### src/rtl/dqsw_delay_sweep_ctrl_if.sv
// Handshake and delay-line/eye-monitor control bundle for the DQSW delay sweep.
// master: the sweep controller; slave: the IOD lane / requester side.
interface dqsw_delay_sweep_ctrl_if;
  logic       START;
  logic [1:0] RX_DATA;
  logic       DELAY_LINE_OUT_OF_RANGE;
  logic       DELAY_LINE_LOAD;
  logic       DELAY_LINE_MOVE;
  logic       DELAY_LINE_DIRECTION;
  logic       EYE_MONITOR_CLEAR_FLAGS;
  logic       BUSY;
  logic       DONE;
  logic       FAIL;
  logic [7:0] TAP_RESULT;

  modport master (
    input  START, RX_DATA, DELAY_LINE_OUT_OF_RANGE,
    output DELAY_LINE_LOAD, DELAY_LINE_MOVE, DELAY_LINE_DIRECTION,
           EYE_MONITOR_CLEAR_FLAGS, BUSY, DONE, FAIL, TAP_RESULT
  );

  modport slave (
    output START, RX_DATA, DELAY_LINE_OUT_OF_RANGE,
    input  DELAY_LINE_LOAD, DELAY_LINE_MOVE, DELAY_LINE_DIRECTION,
           EYE_MONITOR_CLEAR_FLAGS, BUSY, DONE, FAIL, TAP_RESULT
  );
endinterface

### src/rtl/dqsw_delay_sweep_ctrl.sv
// DQSW delay sweep: reloads the IOD delay, then per tap clears the eye flags,
// settles, samples RX_DATA and steps, until the first 0->1 transition is found
// (DONE, TAP_RESULT) or the tap range / delay line end stop is hit (FAIL).
module dqsw_delay_sweep_ctrl #(
  parameter int SETTLE_CYCLES = 8,
  parameter int SAMPLES       = 4,
  parameter int MAX_TAPS      = 128
) (
  input logic                    FAB_CLK,
  input logic                    ARST_N,
  dqsw_delay_sweep_ctrl_if.master bus
);

  localparam logic [7:0] SETTLE_LAST = 8'(SETTLE_CYCLES - 1);
  localparam logic [7:0] SAMPLE_LAST = 8'(SAMPLES - 1);
  localparam logic [7:0] TAP_LAST    = 8'(MAX_TAPS - 1);
  localparam logic [3:0] ONES_FULL   = 4'(SAMPLES);

  typedef enum logic [3:0] {
    S_IDLE, S_LOAD, S_CLEAR, S_SETTLE, S_SAMPLE, S_EVAL, S_STEP, S_FIN_OK, S_FIN_ERR
  } state_t;

  state_t     state, nxt;
  logic [7:0] tap_cnt;
  logic [7:0] wait_cnt;
  logic [3:0] ones_cnt;
  logic       seen_zero;
  logic [7:0] tap_result;
  logic       hit;
  logic       load_o, move_o, clr_o, busy_o, done_o, fail_o;

  // A tap is a hit only when every sample in the window read 2'b11.
  assign hit = (ones_cnt == ONES_FULL);

  // State register.
  always_ff @(posedge FAB_CLK or negedge ARST_N) begin
    if (!ARST_N) state <= S_IDLE;
    else         state <= nxt;
  end

  // Next-state and Moore output decode; success outranks failure in EVAL.
  always_comb begin
    nxt    = state;
    load_o = 1'b0;
    move_o = 1'b0;
    clr_o  = 1'b0;
    busy_o = 1'b1;
    done_o = 1'b0;
    fail_o = 1'b0;
    case (state)
      S_IDLE: begin
        busy_o = 1'b0;
        if (bus.START) nxt = S_LOAD;
      end
      S_LOAD: begin
        load_o = 1'b1;
        nxt    = S_CLEAR;
      end
      S_CLEAR: begin
        clr_o = 1'b1;
        nxt   = S_SETTLE;
      end
      S_SETTLE: if (wait_cnt == SETTLE_LAST) nxt = S_SAMPLE;
      S_SAMPLE: if (wait_cnt == SAMPLE_LAST) nxt = S_EVAL;
      S_EVAL: begin
        if (hit && seen_zero)                                 nxt = S_FIN_OK;
        else if (tap_cnt == TAP_LAST || bus.DELAY_LINE_OUT_OF_RANGE) nxt = S_FIN_ERR;
        else                                                  nxt = S_STEP;
      end
      S_STEP: begin
        move_o = 1'b1;
        nxt    = S_CLEAR;
      end
      S_FIN_OK: begin
        done_o = 1'b1;
        nxt    = S_IDLE;
      end
      S_FIN_ERR: begin
        fail_o = 1'b1;
        nxt    = S_IDLE;
      end
      default: nxt = S_IDLE;
    endcase
  end

  // Sweep datapath: tap index, settle/sample counter, ones tally, result.
  always_ff @(posedge FAB_CLK or negedge ARST_N) begin
    if (!ARST_N) begin
      tap_cnt    <= '0;
      wait_cnt   <= '0;
      ones_cnt   <= '0;
      seen_zero  <= 1'b0;
      tap_result <= '0;
    end else begin
      case (state)
        S_IDLE: if (bus.START) begin
          tap_cnt    <= '0;
          seen_zero  <= 1'b0;
          tap_result <= '0;
        end
        S_CLEAR: begin
          wait_cnt <= '0;
          ones_cnt <= '0;
        end
        S_SETTLE: wait_cnt <= (wait_cnt == SETTLE_LAST) ? '0 : wait_cnt + 8'd1;
        S_SAMPLE: begin
          wait_cnt <= wait_cnt + 8'd1;
          if (bus.RX_DATA == 2'b11) ones_cnt <= ones_cnt + 4'd1;
        end
        S_EVAL: begin
          if (!hit) seen_zero <= 1'b1;
          if (hit && seen_zero) tap_result <= tap_cnt;
        end
        S_STEP: tap_cnt <= tap_cnt + 8'd1;
        default: ;
      endcase
    end
  end

  assign bus.DELAY_LINE_LOAD         = load_o;
  assign bus.DELAY_LINE_MOVE         = move_o;
  assign bus.DELAY_LINE_DIRECTION    = 1'b1;
  assign bus.EYE_MONITOR_CLEAR_FLAGS = clr_o;
  assign bus.BUSY                    = busy_o;
  assign bus.DONE                    = done_o;
  assign bus.FAIL                    = fail_o;
  assign bus.TAP_RESULT              = tap_result;

endmodule
### src/flat_wrapper.sv
// flat-port wrapper written by rule: the top's interface ports become plain ports
module dqsw_delay_sweep_ctrl_flat 
#(
  parameter int SETTLE_CYCLES = 8,
  parameter int SAMPLES       = 4,
  parameter int MAX_TAPS      = 128
)
  (FAB_CLK, ARST_N, bus_START, bus_RX_DATA, bus_DELAY_LINE_OUT_OF_RANGE, bus_DELAY_LINE_LOAD, bus_DELAY_LINE_MOVE, bus_DELAY_LINE_DIRECTION, bus_EYE_MONITOR_CLEAR_FLAGS, bus_BUSY, bus_DONE, bus_FAIL, bus_TAP_RESULT);
  dqsw_delay_sweep_ctrl_if bus_i ();
  input logic FAB_CLK;
  input logic ARST_N;
  input wire logic [$bits(bus_i.START)-1:0] bus_START;
  input wire logic [$bits(bus_i.RX_DATA)-1:0] bus_RX_DATA;
  input wire logic [$bits(bus_i.DELAY_LINE_OUT_OF_RANGE)-1:0] bus_DELAY_LINE_OUT_OF_RANGE;
  output wire logic [$bits(bus_i.DELAY_LINE_LOAD)-1:0] bus_DELAY_LINE_LOAD;
  output wire logic [$bits(bus_i.DELAY_LINE_MOVE)-1:0] bus_DELAY_LINE_MOVE;
  output wire logic [$bits(bus_i.DELAY_LINE_DIRECTION)-1:0] bus_DELAY_LINE_DIRECTION;
  output wire logic [$bits(bus_i.EYE_MONITOR_CLEAR_FLAGS)-1:0] bus_EYE_MONITOR_CLEAR_FLAGS;
  output wire logic [$bits(bus_i.BUSY)-1:0] bus_BUSY;
  output wire logic [$bits(bus_i.DONE)-1:0] bus_DONE;
  output wire logic [$bits(bus_i.FAIL)-1:0] bus_FAIL;
  output wire logic [$bits(bus_i.TAP_RESULT)-1:0] bus_TAP_RESULT;
  assign bus_i.START = bus_START;
  assign bus_i.RX_DATA = bus_RX_DATA;
  assign bus_i.DELAY_LINE_OUT_OF_RANGE = bus_DELAY_LINE_OUT_OF_RANGE;
  assign bus_DELAY_LINE_LOAD = bus_i.DELAY_LINE_LOAD;
  assign bus_DELAY_LINE_MOVE = bus_i.DELAY_LINE_MOVE;
  assign bus_DELAY_LINE_DIRECTION = bus_i.DELAY_LINE_DIRECTION;
  assign bus_EYE_MONITOR_CLEAR_FLAGS = bus_i.EYE_MONITOR_CLEAR_FLAGS;
  assign bus_BUSY = bus_i.BUSY;
  assign bus_DONE = bus_i.DONE;
  assign bus_FAIL = bus_i.FAIL;
  assign bus_TAP_RESULT = bus_i.TAP_RESULT;
  dqsw_delay_sweep_ctrl #(.SETTLE_CYCLES(SETTLE_CYCLES), .SAMPLES(SAMPLES), .MAX_TAPS(MAX_TAPS)) u_core (.FAB_CLK(FAB_CLK), .ARST_N(ARST_N), .bus(bus_i));
endmodule
### config.mk
export PLATFORM = sky130hd
export DESIGN_NAME = dqsw_delay_sweep_ctrl_flat
export DESIGN_NICKNAME = d
export VERILOG_FILES = /design/src/rtl/dqsw_delay_sweep_ctrl_if.sv /design/src/rtl/dqsw_delay_sweep_ctrl.sv /design/src/flat_wrapper.sv
export SDC_FILE = /design/constraint.sdc
export NUM_CORES = 1
export LEC_CHECK = 0
export BUFFER_PORTS_ARGS = -buffer_cell sky130_fd_sc_hd__buf_4
export CORE_UTILIZATION = 62
export DETAILED_ROUTE_END_ITERATION = 8
export GPL_TIMING_DRIVEN = 0
export MAX_ROUTING_LAYER = met4
export PLACE_DENSITY = 0.82
export SETUP_SLACK_MARGIN = 0.4
export SYNTH_ARGS = -nofsm -noshare
export SYNTH_HDL_FRONTEND = slang
export SYNTH_SLANG_ARGS = --single-unit
### constraint.sdc
create_clock -name FAB_CLK -period 2.5 [get_ports FAB_CLK]
set_input_delay 0.5 -clock FAB_CLK [delete_from_list [all_inputs] [get_ports FAB_CLK]]
set_output_delay 0.5 -clock FAB_CLK [all_outputs]
set_load 0.01 [all_outputs]
==> impl_metrics.tcl <==
set metrics [dict create \
    slew_headroom 0.599 \
    ir_drop_mv 0.637 \
    final_common_cell "nand2_1" \
    rows 19 \
    cap_violations 0 \
    synth_ff_type "dfrtp_1" \
    dpl-instance-area_sq_mm 0.00201 \
    reg2reg_depth 5 \
    cts_root_buf "clkbuf_4" \
    synthesis.area_sq_mm 0.00183 \
    areaGrowthSynthToFinish_pct 18.3 \
    worstMarginPinSlew_ps 594 \
    r2r-end "u_core.wait_cnt[3]" \
    die_x_um 56.3 \
    outcome "completed" \
    critPathTopFamily "buffers and inverters" \
    leakagePower_nw 0.947 \
    fp.dieH_um 56.3 \
    hp-class "in2async" \
    htreeDepth 2 \
    dieArea_sq_mm 0.00317 \
    reg2reg_setup_slack_ps 560 \
    clock.fmax_ghz 0.485 \
    synth_nets 208 \
    antenna_found_initial 0 \
    io_pins 21 \
    diodes 0 \
    synth_seq_cells 33 \
    power_density_mw_per_mm2 725 \
    endpoint_kind "output pin" \
    ys_types 52 \
    r2r-start "u_core.wait_cnt[0]" \
    cts_tree "yes" \
    slowest_delay_ps 460 \
    path_max_fanout 10 \
    m1WireLength_mm 1.76 \
    critPathArrivalTime_ps 1560 \
    drv_slew 0 \
    period_needed_ps 2060 \
    clockBufferDepth 2 \
    antenna_left 0 \
    drive_above_1_share 0.242 \
    cp-start-kind "flop" \
    path_cells "buf_2 > nand4bb_4 > inv_4 > buf_4" \
    grt_first_pass_wirelength_mm 6.66 \
    finalSetupTns_ps 0 \
    hold_slack_ps 99.0 \
    clock_sinks 33 \
    drtPass1Iterations 5 \
    ctsHoldBuffers 0 \
    layout_common_cells "nand2_1, dfrtp_1, buf_4" \
    grt_pass1_vias 1469 \
    drc_errors 0 \
    vias 1607 \
    hold_viol 0 \
    place_congestion 0.919 \
    clk_latency_ps 320 \
    worst_slack_ps 439 \
    dp.final_hpwl_mm 2.70 \
    stdcell_count 262 \
    setup_viol_count_final 0 \
    async_flop_share 1.00 \
    clock_skew_ps 5.83 \
    grt_max_degree 34 \
    grt_overflow 0 \
    wl_met2_mm 1.97 \
    grt.total_usage 0.278 \
    final_nets 241 \
    port_buffers 19 \
    postLayoutCellArea_sq_mm 0.00216 \
    path_buf_inv 3 \
    drt_iter0_drc 81 \
    nFillCells 202 \
    synth_seq_area_share 0.452 \
    pre_cts_ws_ps 616 \
    wl_per_cell_um 15.2 \
    vias_per_cell 6.13 \
    clk_pin_slew_ps 90 \
    synth_edf_count 0 \
    initial_core_util 0.657 \
    slowest_stage "dfrtp_2" \
    cts-buffers-inserted 5 \
    ys_warn_count 0 \
    grt_setup_unrepaired "yes" \
    totalWireLength_mm 3.99 \
    place_inst 248 \
    maxUsedRoutingLayer "met4" \
    postSynthCellCount 198 \
    wl_met3_um 193 \
    cp_data_required_time_ps 2000 \
    period_share 0.825 \
    avgSynthCellArea_sq_um 9.23 \
    path_class "reg2out" \
    coreArea_sq_mm 0.00278 \
]
==> report_power, final <==
group          internal [mW]  switching (mW)
clock                  0.133           0.165
combinational          0.221           0.275
sequential             0.639           0.134
==> state kept, by name, indices dropped and copies added (netlist names) <==
register	flops
u_core.ones_cnt	4
u_core.wait_cnt	8
u_core.state	4
u_core.seen_zero	1
u_core.bus.TAP_RESULT	8
u_core.tap_cnt	8
==> stage by stage <==
step | power [mW] | utilization
after global routing | 1.66 | 0.777
after global placement | 1.19 | 0.722
final | 1.57 | 0.777
after CTS | 1.56 | 0.758
after detailed placement | 1.21 | 0.722
after floorplan | 1.07 | -
==> repair_timing <==
action | in CTS | in global routing
setup buffers | 1 | 6
gates resized for setup | 7 | 4
endpoints found under the setup margin | 4 | 6
pin swaps | 1 | 2
==> cell usage after synthesis (2+ instances only) <==
library cell	n	area share
a22o_1	4	0.019
xor2_1	3	0.014
inv_1	4	0.0082
a21oi_1	13	0.036
nor2_1	19	0.039
o211ai_1	3	0.012
buf_2	5	0.014
nor3b_1	2	0.0082
nand2b_1	4	0.014
nand2_1	32	0.066
nor4b_1	2	0.0096
o21ai_0	6	0.016
mux2_2	2	0.012
mux2i_1	2	0.011
dfrtp_1	33	0.45
o21a_1	2	0.0082
nand3_1	7	0.019
or2_1	2	0.0068
and2_1	2	0.0068
o21ai_1	10	0.027
ha_1	4	0.027
nor3_1	4	0.011
nand4_1	4	0.014
==> how the worst max path moves through the flow <==
stage,from,endpoint,slack (ps),cells after the start
after floorplan,u_core.state[2],bus_EYE_MONITOR_CLEAR_FLAGS,840,3
after global placement,u_core.state[2],bus_EYE_MONITOR_CLEAR_FLAGS,600,4
after global routing,u_core.state[0],bus_DELAY_LINE_MOVE,370,4
final,u_core.state[0],bus_DELAY_LINE_MOVE,440,4
after detailed placement,u_core.state[2],bus_EYE_MONITOR_CLEAR_FLAGS,620,4
after CTS,u_core.state[3],bus_DELAY_LINE_MOVE,410,4
==> cells by family (layout without fill, tap and decap cells) <==
| family | count (synthesis) | in the layout | synth area share |
|---|---|---|---|
| muxes | 4 | 4 | 0.0233 |
| xor gates and xnor gates | 3 | 3 | 0.0144 |
| buffers and inverters | 12 | 45 | 0.0301 |
| other | 1 | 1 | 0.00205 |
| DFF | 33 | 33 | 0.452 |
| AOI/OAI and AO/OA | 50 | 50 | 0.177 |
| adders and majority gates | 4 | 4 | 0.0274 |
| and+or+nand+nor | 91 | 91 | 0.274 |
==> layout make-up <==
cell class	count	area (sq um)	area share
Inverter	5	21.3	0.00984
Clock buffer	7	55.1	0.0255
Sequential cell	33	830	0.384
Buffer	7	40.0	0.0185
Timing Repair Buffer	26	195	0.0903
Tap cell	31	38.8	0.0179
Multi-Input combinational cell	153	982	0.454
==> routing by layer <==
metal,global-route usage,vias to the layer above
li1,-,777
met1,0.359,772
met2,0.446,51
met3,0.0576,7
met4,0.0871,0
met5,-,-
==> worst register-to-register path, stage by stage (launching register included) <==
cell      delay, ps
dfrtp_1         400
ha_1            280
nor4b_1         530
a211oi_1        180
nor2_1          290
o211ai_1        140
(Power assumes the default switching activity.)
